**src/rtl/ctrl_pkg.sv**
```systemverilog
// ctrl_pkg: shared opcode, control-word and FSM definitions for the decode stage
package ctrl_pkg;

    localparam logic [5:0] OP_HALT = 6'b000000;
    localparam logic [5:0] OP_LOAD = 6'b000010;
    localparam logic [5:0] OP_BEQZ = 6'b000011;
    localparam logic [5:0] OP_CL   = 6'b000110;
    localparam logic [5:0] OP_OFC  = 6'b001000;
    localparam logic [5:0] OP_ADDC = 6'b001011;
    localparam logic [5:0] OP_XOR  = 6'b001100;

    localparam logic [3:0] ALU_NOP  = 4'b0000;
    localparam logic [3:0] ALU_PASS = 4'b1011;
    localparam logic [3:0] ALU_ADD  = 4'b1100;
    localparam logic [3:0] ALU_ADDC = 4'b1110;
    localparam logic [3:0] ALU_XOR  = 4'b1111;

    localparam logic [1:0] WD_IMM  = 2'b00;
    localparam logic [1:0] WD_MEM  = 2'b01;
    localparam logic [1:0] WD_ALU  = 2'b10;
    localparam logic [1:0] WD_NONE = 2'b11;

    localparam logic [1:0] RW_NONE = 2'b00;
    localparam logic [1:0] RW_R1   = 2'b10;
    localparam logic [1:0] RW_RS   = 2'b11;

    typedef struct packed {
        logic       branch;
        logic [1:0] wd_src;
        logic [1:0] reg_write;
        logic [3:0] alu_op;
        logic       mem_read;
        logic       mem_write;
        logic       ofc;
        logic       valid;
    } ctrl_word_t;

    localparam ctrl_word_t NOP_WORD = '{
        branch:    1'b0,
        wd_src:    WD_NONE,
        reg_write: RW_NONE,
        alu_op:    ALU_NOP,
        mem_read:  1'b0,
        mem_write: 1'b0,
        ofc:       1'b0,
        valid:     1'b0
    };

    typedef enum logic [2:0] {RUN, MEM_WAIT, RESOLVE, FLUSH, HALTED} state_t;

endpackage

```
**src/rtl/ctrl_decode.sv**
```systemverilog
// ctrl_decode: combinational opcode field to control word plus illegal-opcode flag
module ctrl_decode
    import ctrl_pkg::*;
(
    input  logic [5:0] op,
    output ctrl_word_t word,
    output logic       illegal
);
    logic sys_op;
    assign sys_op = (op == OP_HALT) || (op == OP_OFC);
    always_comb begin
        word = NOP_WORD;
        illegal = 1'b0;
        casez (op)
            6'b000???, 6'b0010??, 6'b001100: begin
                word.valid = 1'b1;
                word.ofc = sys_op;
                word.wd_src = sys_op ? WD_NONE : (op == OP_LOAD) ? WD_MEM : WD_ALU;
                word.reg_write = sys_op ? RW_NONE : (op == OP_CL || op == OP_ADDC) ? RW_RS : RW_R1;
                word.alu_op = (op == OP_ADDC) ? ALU_ADDC : (op == OP_XOR) ? ALU_XOR : op[3:0];
                word.mem_read = (op == OP_LOAD);
            end
            6'b010???: begin
                word.valid = 1'b1;
                word.wd_src = WD_ALU;
                word.reg_write = RW_RS;
                word.alu_op = ALU_ADD;
            end
            6'b011???: begin
                word.valid = 1'b1;
                word.alu_op = ALU_PASS;
                word.mem_write = 1'b1;
            end
            6'b1?????: begin
                word.valid = 1'b1;
                word.wd_src = WD_IMM;
                word.reg_write = RW_R1;
                word.alu_op = ALU_PASS;
            end
            default: illegal = 1'b1;
        endcase
    end
endmodule

```
**src/rtl/ctrl_seq.sv**
```systemverilog
// ctrl_seq: registered decode stage with load stalls, branch flush, sticky halt and illegal-op flag
module ctrl_seq
    import ctrl_pkg::*;
#(
    parameter int IW         = 9,
    parameter int MEM_LAT    = 1,
    parameter int BR_BUBBLES = 1
) (
    input  logic          Clk,
    input  logic          Reset,
    input  logic [IW-1:0] Instruction,
    input  logic          InstrValid,
    input  logic          Zero,
    input  logic          Start,
    output logic          BRANCH,
    output logic [1:0]    WD_SRC,
    output logic [1:0]    REG_WRITE,
    output logic [3:0]    ALU_OP,
    output logic          MEM_READ,
    output logic          MEM_WRITE,
    output logic          OFC,
    output logic          HALT,
    output logic          Stall,
    output logic          CtrlValid,
    output logic          IllegalOp
);
    localparam logic [2:0] MEM_CNT = 3'(MEM_LAT);
    localparam logic [2:0] BR_CNT  = 3'(BR_BUBBLES);

    state_t     state;
    logic [2:0] cnt;
    ctrl_word_t cw;
    ctrl_word_t dec;
    logic       ill;
    logic [5:0] op;
    logic       unused_low;

    assign op = Instruction[IW-1:IW-6];
    assign unused_low = ^Instruction[IW-7:0];

    ctrl_decode u_decode (
        .op      (op),
        .word    (dec),
        .illegal (ill)
    );

    always_ff @(posedge Clk or negedge Reset) begin
        if (!Reset) begin
            state <= RUN;
            cnt <= '0;
            cw <= NOP_WORD;
            Stall <= 1'b0;
            HALT <= 1'b0;
            IllegalOp <= 1'b0;
        end else begin
            cw <= NOP_WORD;
            Stall <= 1'b0;
            HALT <= 1'b0;
            IllegalOp <= 1'b0;
            case (state)
                RUN: if (InstrValid) begin
                    cw <= dec;
                    IllegalOp <= ill;
                    if (op == OP_LOAD && MEM_LAT > 0) begin
                        state <= MEM_WAIT;
                        cnt <= MEM_CNT;
                        Stall <= 1'b1;
                    end else if (op == OP_BEQZ) begin
                        state <= RESOLVE;
                        Stall <= 1'b1;
                    end else if (op == OP_HALT) begin
                        state <= HALTED;
                        Stall <= 1'b1;
                        HALT <= 1'b1;
                    end
                end
                MEM_WAIT: begin
                    cnt <= cnt - 3'd1;
                    if (cnt <= 3'd1) state <= RUN;
                    else Stall <= 1'b1;
                end
                RESOLVE: begin
                    cw.branch <= Zero;
                    cnt <= BR_CNT;
                    state <= (Zero && BR_BUBBLES > 0) ? FLUSH : RUN;
                end
                FLUSH: begin
                    cnt <= cnt - 3'd1;
                    if (cnt <= 3'd1) state <= RUN;
                end
                HALTED: if (!Start) begin
                    Stall <= 1'b1;
                    HALT <= 1'b1;
                end else state <= RUN;
                default: state <= RUN;
            endcase
        end
    end

    assign BRANCH    = cw.branch;
    assign WD_SRC    = cw.wd_src;
    assign REG_WRITE = cw.reg_write;
    assign ALU_OP    = cw.alu_op;
    assign MEM_READ  = cw.mem_read;
    assign MEM_WRITE = cw.mem_write;
    assign OFC       = cw.ofc;
    assign CtrlValid = cw.valid;
endmodule

```
**config.mk**
```make
export PLATFORM = sky130hd
export DESIGN_NAME = ctrl_seq
export DESIGN_NICKNAME = d
export VERILOG_FILES = /design/src/rtl/ctrl_pkg.sv /design/src/rtl/ctrl_decode.sv /design/src/rtl/ctrl_seq.sv
export SDC_FILE = /design/constraint.sdc
export NUM_CORES = 1
export LEC_CHECK = 0
export BUFFER_PORTS_ARGS = -buffer_cell sky130_fd_sc_hd__buf_2
export CELL_PAD_IN_SITES_DETAIL_PLACEMENT = 1
export CELL_PAD_IN_SITES_GLOBAL_PLACEMENT = 2
export CORE_MARGIN = 2
export CORE_UTILIZATION = 34
export DETAILED_ROUTE_END_ITERATION = 10
export PLACE_DENSITY = 0.92
export SLEW_MARGIN = 20
export SYNTH_ARGS = -nofsm -noshare
export SYNTH_HDL_FRONTEND = slang
export SYNTH_HIERARCHICAL = 1
export SYNTH_SLANG_ARGS = --single-unit
```
**constraint.sdc**
```tcl
create_clock -name Clk -period 3.3 [get_ports Clk]
set_input_delay 0.66 -clock Clk [delete_from_list [all_inputs] [get_ports Clk]]
set_output_delay 0.66 -clock Clk [all_outputs]
set_load 0.05 [all_outputs]
```
==> results of run 1 <==
==> power breakdown <==
| part | total, mW | internal (mW) | switching, mW | leakage [nW] |
|---|---|---|---|---|
| Clock | 0.205 | 0.123 | 0.0826 | 0.0279 |
| Combinational | 0.176 | 0.0615 | 0.114 | 0.364 |
| Sequential | 0.317 | 0.299 | 0.0180 | 0.285 |
| Total | 0.698 | 0.483 | 0.215 | 0.676 |
==> registers in the layout (all words and copies together), names as in the netlist <==
name and count:
HALT 1, cnt 3, Stall 1, MEM_READ 1, BRANCH 1, WD_SRC 2, OFC 1, CtrlValid 1
ALU_OP 4, REG_WRITE 2, state 3, MEM_WRITE 1, IllegalOp 1
==> through the flow <==
step / hold slack [ps] / std cells / power [mW] / util [%] / setup slack (ps)
3_5_place_dp: 541 / 182 / 0.501 / 39.4 / 1380
2_1_floorplan: 364 / 121 / 0.453 / - / 1740
4_1_cts: 292 / 186 / 0.709 / 41.0 / 1520
3_3_place_gp: 528 / 182 / 0.486 / 39.4 / 1430
5_1_grt: 312 / 186 / 0.741 / 41.0 / 1510
6_report: 291 / 186 / 0.698 / 41.0 / 1550
==> worst reg2reg max path, cell delays in order (launching register included) <==
cell	delay, ps
dfrtp_1	510
nor4b_4	630
a311o_2	290
==> cell type report <==
class / instances / share of cell area [%]
Clock buffer: 3 / 1.61
Clock inverter: 1 / 2.15
Inverter: 6 / 1.61
Multi-Input combinational cell: 82 / 41.7
Sequential cell: 22 / 39.5
Tap cell: 46 / 4.11
Timing Repair Buffer: 26 / 9.30
==> logic make-up after synthesis <==
family	share of synthesized area (%)
buffers and inverters	7.72
multiplexers	0.813
flip-flops	44.9
XOR/XNOR	0.712
other	0.305
AO/OA/AOI/OAI	18.1
adder cells (fa/ha/maj)	2.03
AND/OR/NAND/NOR	25.4
==> cells in the mapped netlist, types with 3 or more instances <==
master     n  area share, %
a21oi_1    7            2.8
buf_2      3            1.2
o21ai_0    3            1.2
nand2_1    7            2.1
nor2_1     9            2.7
and2_1    11            5.6
buf_4      5            3.0
inv_1      6            1.8
nand2b_1   5            2.5
dfrtp_1   20             41
==> metal layers <==
layer,GRT usage [%],up-vias,wire length [um]
li1,-,454,-
met1,19.1,451,1230
met2,22.0,18,1260
met3,1.23,4,84
met4,7.18,0,45
met5,0,-,0
==> worst max path at each step <==
stage,start,endpoint,slack [ps],cells past startpoint
floorplan,InstrValid,Stall$_DFF_PN0_,1740,4
global placement,Instruction[6],Stall$_DFF_PN0_,1430,5
detailed placement,Instruction[6],Stall$_DFF_PN0_,1380,5
CTS,WD_SRC[1]$_DFF_PN1_,WD_SRC[1],1520,1
global route,WD_SRC[1]$_DFF_PN1_,WD_SRC[1],1510,1
finish,WD_SRC[1]$_DFF_PN1_,WD_SRC[1],1550,1
==> results.yml, run 1 <==
outcome:
  status: "complete, no violations"
synthesis:
  ys_seq_area_share_pct: 44.9
  async_flop_share_pct: 100
  ys_warn_count: 6
  synth.lib_cells_used.distinct: 46
  synth_area_per_cell_um2: 10.2
  synth_fp_nets: 137
  synth-edff-count: 0
  yosys_register_bits: 22
  synthCells: 121
  synth_ff_type: "dfrtp_1"
  netlist_area_um2: 1230
placement:
  place_area_um2: 1350
  routabilityCongestion: 0.786
  port_buffers: 26
  hpwl_um: 1860
global_routing:
  grt_start_max_net_pins: 23
  grt-ovfl-total: 0
  grt_pass1_wl_um: 4550
  track_usage_pct: 14.0
  grt_pass1_vias: 951
  grt_antenna_before_repair: 0
critical_path:
  path_buf_inv: 1
  rr_endpoint: "Stall$_DFF_PN0_"
  arrival_ps: 1090
  cp-end-kind: "primary output"
  max_stage_delay_ps: 530
  critPathKind: "reg2out"
  cp_slowest_cell: "dfstp_2"
  crit_required_ps: 2640
  critical-path-top-delay-family: "flip-flops"
  rr_worst_depth: 2
  start_kind: "register"
  critPathMaxFanout: 1
  reg2reg_slack_ps: 1830
  cp_cell_sequence: "buf_2"
  r2r-start: "state[2]$_DFFE_PN0P_"
cts:
  cts_setup_buffers: 0
  hold_buffers: 0
  cts-buffers-inserted: 3
  cts.sinks: 22
  max-clock-path-buffers: 2
  path_clk_slew_ps: 130
  htreeDepth: 1
  cts_tree: "built"
  insertion_delay_ps: 310
  root_buffer: "clkbuf_4"
  cts_resized: 0
die:
  dieArea_um2: 4120
  io_pins: 30
  die_w_um: 64.2
  rows: 21
  core_um2: 3420
  dieHeight_um: 64.2
  start_util_pct: 36.0
timing:
  period_minus_slack_ps: 1750
  hold_viol: 0
  worst_pin_slew_ps: 598
  finalCritPeriodShare_pct: 53.2
  drv_slew: 0
  rsz0062_at_grt: "no"
  final.setup.tns_ps: 0
  finalSetupViolCount: 0
  skew_ps: 10.6
  fmax_mhz: 570
  slew_headroom_pct: 60.0
layout:
  final_nets: 157
  area_growth_pct: 13.6
  fin_area_um2: 1400
  multi_input_area_um2: 583
  num-fill-cells: 419
  regArea_um2: 553
  final_cell_mix: "26 x buf_2, 20 x dfrtp_1, 11 x and2_1"
  drive_gt1_share_pct: 30.0
  final_common_cell: "buf_2"
  antenna_cells: 0
drt:
  ant_nets: 0
  post-route-drc-count: 0
  routed_wl_um: 2620
  drtIter0Drc: 20
  dr.pass1.iters: 4
  wire_per_inst_um: 14.1
  num_vias: 927
  vias_per_cell: 4.98
min_path:
  holdCritPathClass: "in2async"
power_and_ir_drop:
  ir_drop_uv: 176
  p_per_area_nw_per_um2: 499
  p_leak_nw: 0.676
run:
  max-cap-violations: 0
No activity file was read; power rests on OpenSTA's default activity.
==> run 2: changes to the inputs <==
--- a/config.mk
+++ b/config.mk
@@ -5,13 +5,14 @@
 export SDC_FILE = /design/constraint.sdc
 export NUM_CORES = 1
 export LEC_CHECK = 0
+export ABC_AREA = 1
 export BUFFER_PORTS_ARGS = -buffer_cell sky130_fd_sc_hd__buf_2
 export CELL_PAD_IN_SITES_DETAIL_PLACEMENT = 1
 export CELL_PAD_IN_SITES_GLOBAL_PLACEMENT = 2
 export CORE_MARGIN = 2
-export CORE_UTILIZATION = 34
+export CORE_UTILIZATION = 28
 export DETAILED_ROUTE_END_ITERATION = 10
-export PLACE_DENSITY = 0.92
+export PLACE_DENSITY = 0.87
 export SLEW_MARGIN = 20
 export SYNTH_ARGS = -nofsm -noshare
 export SYNTH_HDL_FRONTEND = slang
==> constraint.sdc (replaced) <==
create_clock -name Clk -period 1.77 [get_ports Clk]
set_input_delay 0.354 -clock Clk [delete_from_list [all_inputs] [get_ports Clk]]
set_output_delay 0.354 -clock Clk [all_outputs]
set_load 0.05 [all_outputs]
==> results.yml, run 2 <==
outcome:
  status: "complete, no violations"
critical_path:
  arrival_ps: 1050
  start_kind: "register"
  cp_slowest_cell: "dfstp_2"
  crit_required_ps: 1420
  critical-path-top-delay-family: "flip-flops"
  max_stage_delay_ps: 530
  cp_cell_sequence: "buf_2"
  critPathMaxFanout: 1
  path_buf_inv: 1
  critPathKind: "reg2out"
  cp-end-kind: "primary output"
placement:
  routabilityCongestion: 0.804
  place_area_um2: 1410
  port_buffers: 26
  hpwl_um: 2350
synthesis:
  synth-edff-count: 0
  yosys_register_bits: 22
  ys_seq_area_share_pct: 45.5
  synth_ff_type: "dfrtp_1"
  synth_common_cells: "47 x nand2_1, 22 x inv_1, 22 x nor2_1, 20 x dfrtp_1, 18 x nand3_1"
  netlist_area_um2: 1220
  ys_warn_count: 6
  async_flop_share_pct: 100
  synthCells: 168
  synth.lib_cells_used.distinct: 24
  synth_fp_nets: 184
  yosys.cell_count.top_type: "nand2_1"
  synth_area_per_cell_um2: 7.24
  synth_top_cell_area_share_pct: 41.2
  synth.area.top_cells: "dfrtp_1 41%, nand2_1 15%, nand3_1 7.4%"
  yosysTopAreaCell: "dfrtp_1"
cts:
  hold_buffers: 0
  cts-buffers-inserted: 3
  path_clk_slew_ps: 80
  insertion_delay_ps: 270
  htreeDepth: 1
  root_buffer: "clkbuf_8"
  max-clock-path-buffers: 2
  cts.sinks: 22
  cts_setup_buffers: 0
  cts_tree: "built"
  cts_resized: 0
timing:
  drv_slew: 0
  worst_pin_slew_ps: 504
  finalCritPeriodShare_pct: 79.4
  hold_ws_ps: 47.9
  skew_ps: 7.61
  hold_viol: 0
  fmax_mhz: 712
  final.setup.tns_ps: 0
  period_minus_slack_ps: 1410
  slew_headroom_pct: 66.4
  rsz0062_at_grt: "no"
  finalSetupViolCount: 0
layout:
  area_growth_pct: 20.3
  fin_util_pct: 35.8
  final_common_cell: "nand2_1"
  final_nets: 214
  largest_reg_flops: 4
  drive_gt1_share_pct: 22.8
  fin_area_um2: 1460
  final_cell_mix: "47 x nand2_1, 26 x buf_2, 22 x inv_1, 22 x nor2_1, 20 x dfrtp_1"
  antenna_cells: 0
global_routing:
  grt_pass1_vias: 1075
  grt_antenna_before_repair: 0
  grt_pass1_wl_um: 5020
  track_usage_pct: 12.8
  grt_start_max_net_pins: 23
  grt-ovfl-total: 0
die:
  rows: 23
  core_um2: 4090
  die_w_um: 69.9
  io_pins: 30
  dieArea_um2: 4890
  dieHeight_um: 69.9
  start_util_pct: 29.8
drt:
  vias_per_cell: 4.56
  dr.pass1.iters: 4
  wire_per_inst_um: 12.1
  routed_wl_um: 2990
  num_vias: 1126
  ant_nets: 0
  post-route-drc-count: 0
  drtIter0Drc: 28
power_and_ir_drop:
  p_leak_nw: 0.848
  p_per_area_nw_per_um2: 811
  ir_drop_uv: 303
min_path:
  holdCritPathClass: "in2async"
run:
  max-cap-violations: 0
run 2: cell count changes after synthesis, moves of 5 or more:
cell	previous run	this run
nand3_1	1	18
inv_1	6	22
nor2_1	9	22
and2_1	11	0
nand2b_1	5	0
nand2_1	7	47
run 2: cell families after synthesis:
family | share of synthesized area (%)
flip-flops | 45.5
AO/OA/AOI/OAI | 6.17
AND/OR/NAND/NOR | 36.2
XOR/XNOR | 0.720
other | 0.308
buffers and inverters | 9.05
adder cells (fa/ha/maj) | 2.06
run 2: final timing paths:
kind                                       from                   to  slack [ps]  cells past startpoint
min reg2reg                  cnt[1]$_DFFE_PN0P_   cnt[1]$_DFFE_PN0P_         480                      2
min in group Clk                          Start       HALT$_DFF_PN0_         420                      4
max                         WD_SRC[0]$_DFF_PN1_            WD_SRC[0]         360                      1
min                                       Reset  ALU_OP[0]$_DFF_PN0_          50                      1
max in group asynchronous                 Reset  WD_SRC[1]$_DFF_PN1_        1360                      1
max reg2reg                state[1]$_DFFE_PN0P_   cnt[2]$_DFFE_PN0P_         520                      8
run 2: per-layer routing:
metal / GRT usage [%] / wire length, um
met1: 16.9 / 1510
met2: 21.1 / 1350
met3: 1.44 / 95
met4: 5.77 / 31
met5: 0 / 0
run 2: per-stage QoR:
stage | power (mW) | worst slack, ps | instances
6_report | 1.19 | 365 | 247
2_1_floorplan | 0.748 | 674 | 168
5_1_grt | 1.26 | 338 | 247
3_3_place_gp | 0.827 | 335 | 243
3_5_place_dp | 0.833 | 294 | 243
4_1_cts | 1.21 | 349 | 247
run 2: where the power goes:
part,leakage (nW),total (mW),switching [mW],internal [mW]
Combinational,0.531,0.269,0.191,0.0775
Clock,0.0288,0.368,0.170,0.199
Sequential,0.288,0.550,0.0145,0.535
Total,0.848,1.19,0.375,0.811
run 2: area by class of cell:
class | count | area (um^2)
fill | 548 | 2620
inverter | 25 | 93.8
clock buffer | 4 | 55.1
timing repair buffer | 28 | 145
sequential | 22 | 553
tap | 50 | 62.6
multi-input combinational | 118 | 553
run 2: worst register-to-register path, cell delays in order, from the launching register on:
cell and delay, ps:
dfrtp_1 420, inv_2 70, nand2_2 60, nor2_2 150, nand3_1 150, nand2_1 110, nand2_1 80, nand2_1 60
nand2_1 50
==> run 3: changes to the inputs <==
==> constraint.sdc (replaced) <==
create_clock -name Clk -period 1.3 [get_ports Clk]
set_input_delay 0.26 -clock Clk [delete_from_list [all_inputs] [get_ports Clk]]
set_output_delay 0.26 -clock Clk [all_outputs]
set_load 0.05 [all_outputs]
==> results.yml, run 3 (synthesis gave the netlist of run 2 again) <==
critical_path:
  arrival_ps: 990
  reg2reg_slack_ps: 100
  max_stage_delay_ps: 520
  cp_cell_sequence: "clkbuf_4"
  rr_worst_depth: 8
  critPathKind: "reg2out"
  path_buf_inv: 1
  critical-path-top-delay-family: "flip-flops"
  rr_endpoint: "cnt[2]$_DFFE_PN0P_"
  start_kind: "register"
  cp_slowest_cell: "dfstp_2"
  r2r-start: "state[1]$_DFFE_PN0P_"
  crit_required_ps: 1040
  critPathMaxFanout: 1
  cp-end-kind: "primary output"
timing:
  rsz0062_at_grt: "no"
  finalSetupViolCount: 0
  hold_viol: 0
  period_minus_slack_ps: 1250
  skew_ps: 1.41
  hold_ws_ps: 327
  drv_slew: 0
  finalCritPeriodShare_pct: 96.3
  final.setup.tns_ps: 0
  fmax_mhz: 799
layout:
  drive_gt1_share_pct: 25.7
  final_nets: 219
  fin_area_um2: 1520
  largest_reg_flops: 4
  final_common_cell: "nand2_1"
  area_growth_pct: 24.6
  antenna_cells: 0
  final_cell_mix: "47 x nand2_1, 24 x buf_2, 21 x inv_1, 21 x nor2_1, 20 x dfrtp_1"
outcome:
  status: "complete, no violations"
placement:
  port_buffers: 26
  routabilityCongestion: 0.840
  hpwl_um: 2300
  place_area_um2: 1440
drt:
  routed_wl_um: 2850
  num_vias: 1134
  wire_per_inst_um: 11.3
  ant_nets: 0
  drtIter0Drc: 34
  post-route-drc-count: 0
  vias_per_cell: 4.50
  dr.pass1.iters: 4
power_and_ir_drop:
  ir_drop_uv: 342
  p_leak_nw: 0.874
  p_per_area_nw_per_um2: 1070
  finalPower_mw: 1.62
cts:
  cts_tree: "built"
  insertion_delay_ps: 260
  cts_setup_buffers: 0
  root_buffer: "clkbuf_8"
  cts.sinks: 22
  htreeDepth: 1
  cts-buffers-inserted: 3
  max-clock-path-buffers: 2
  path_clk_slew_ps: 80
die:
  io_pins: 30
  dieHeight_um: 69.9
  start_util_pct: 29.8
  dieArea_um2: 4890
  rows: 23
  core_um2: 4090
  die_w_um: 69.9
min_path:
  holdCritPathClass: "in2reg"
  hp-start: "Start"
  min_path_cells: 4
  holdPathEnd: "HALT$_DFF_PN0_"
global_routing:
  grt_start_max_net_pins: 23
  grt-ovfl-total: 0
  track_usage_pct: 12.8
  grt_antenna_before_repair: 0
  grt_pass1_wl_um: 5090
  grt_pass1_vias: 1130
run:
  max-cap-violations: 0
## run 3: cell type report
type / count / area, um^2
clock buffers: 4 / 55.1
fillers: 539 / 2570
inverters: 25 / 93.8
multi-input cells: 118 / 561
flip-flops and latches: 22 / 553
well taps: 50 / 62.6
repair buffers: 33 / 190
## run 3: per-layer routing
metal  up-vias  global-route usage, %  part of all wire (%)
met5         -                      0                     0
met4         0                   4.49                  0.95
met3         2                   1.59                   4.4
met2        24                   19.8                    45
met1       525                   18.4                    50
li1        583                      -                     -
## run 3: report_power, final
part           switching (mW)  internal (mW)
Combinational           0.267          0.117
Clock                   0.218          0.270
Sequential             0.0193          0.729
Total                   0.505           1.11
## run 3: how the worst max path moves through the flow
stage          slack, ps                  from                   end  cells past startpoint
2_1_floorplan        230    cnt[1]$_DFFE_PN0P_  state[1]$_DFFE_PN0P_                      8
3_3_place_gp          20        Instruction[4]   WD_SRC[1]$_DFF_PN1_                      7
3_5_place_dp         -10        Instruction[4]   WD_SRC[1]$_DFF_PN1_                      7
4_1_cts                7   WD_SRC[1]$_DFF_PN1_             WD_SRC[1]                      1
5_1_grt                8  state[1]$_DFFE_PN0P_    cnt[2]$_DFFE_PN0P_                      8
6_report              50   WD_SRC[1]$_DFF_PN1_             WD_SRC[1]                      1
## run 3: repair_timing
action | CTS | global route
gates resized for setup | 0 | 5
setup endpoints to repair | 0 | 4
hold endpoints to repair | 20 | 0
hold buffers | 1 | 0
## run 3: stage by stage
stage                     utilization, %  worst slack [ps]  cells
after floorplan                        -               231    168
after global placement              35.2              23.6    247
after detailed placement            35.2             -12.7    247
after CTS                           36.8              7.43    252
after global routing                37.1              7.90    252
final                               37.1              48.2    252
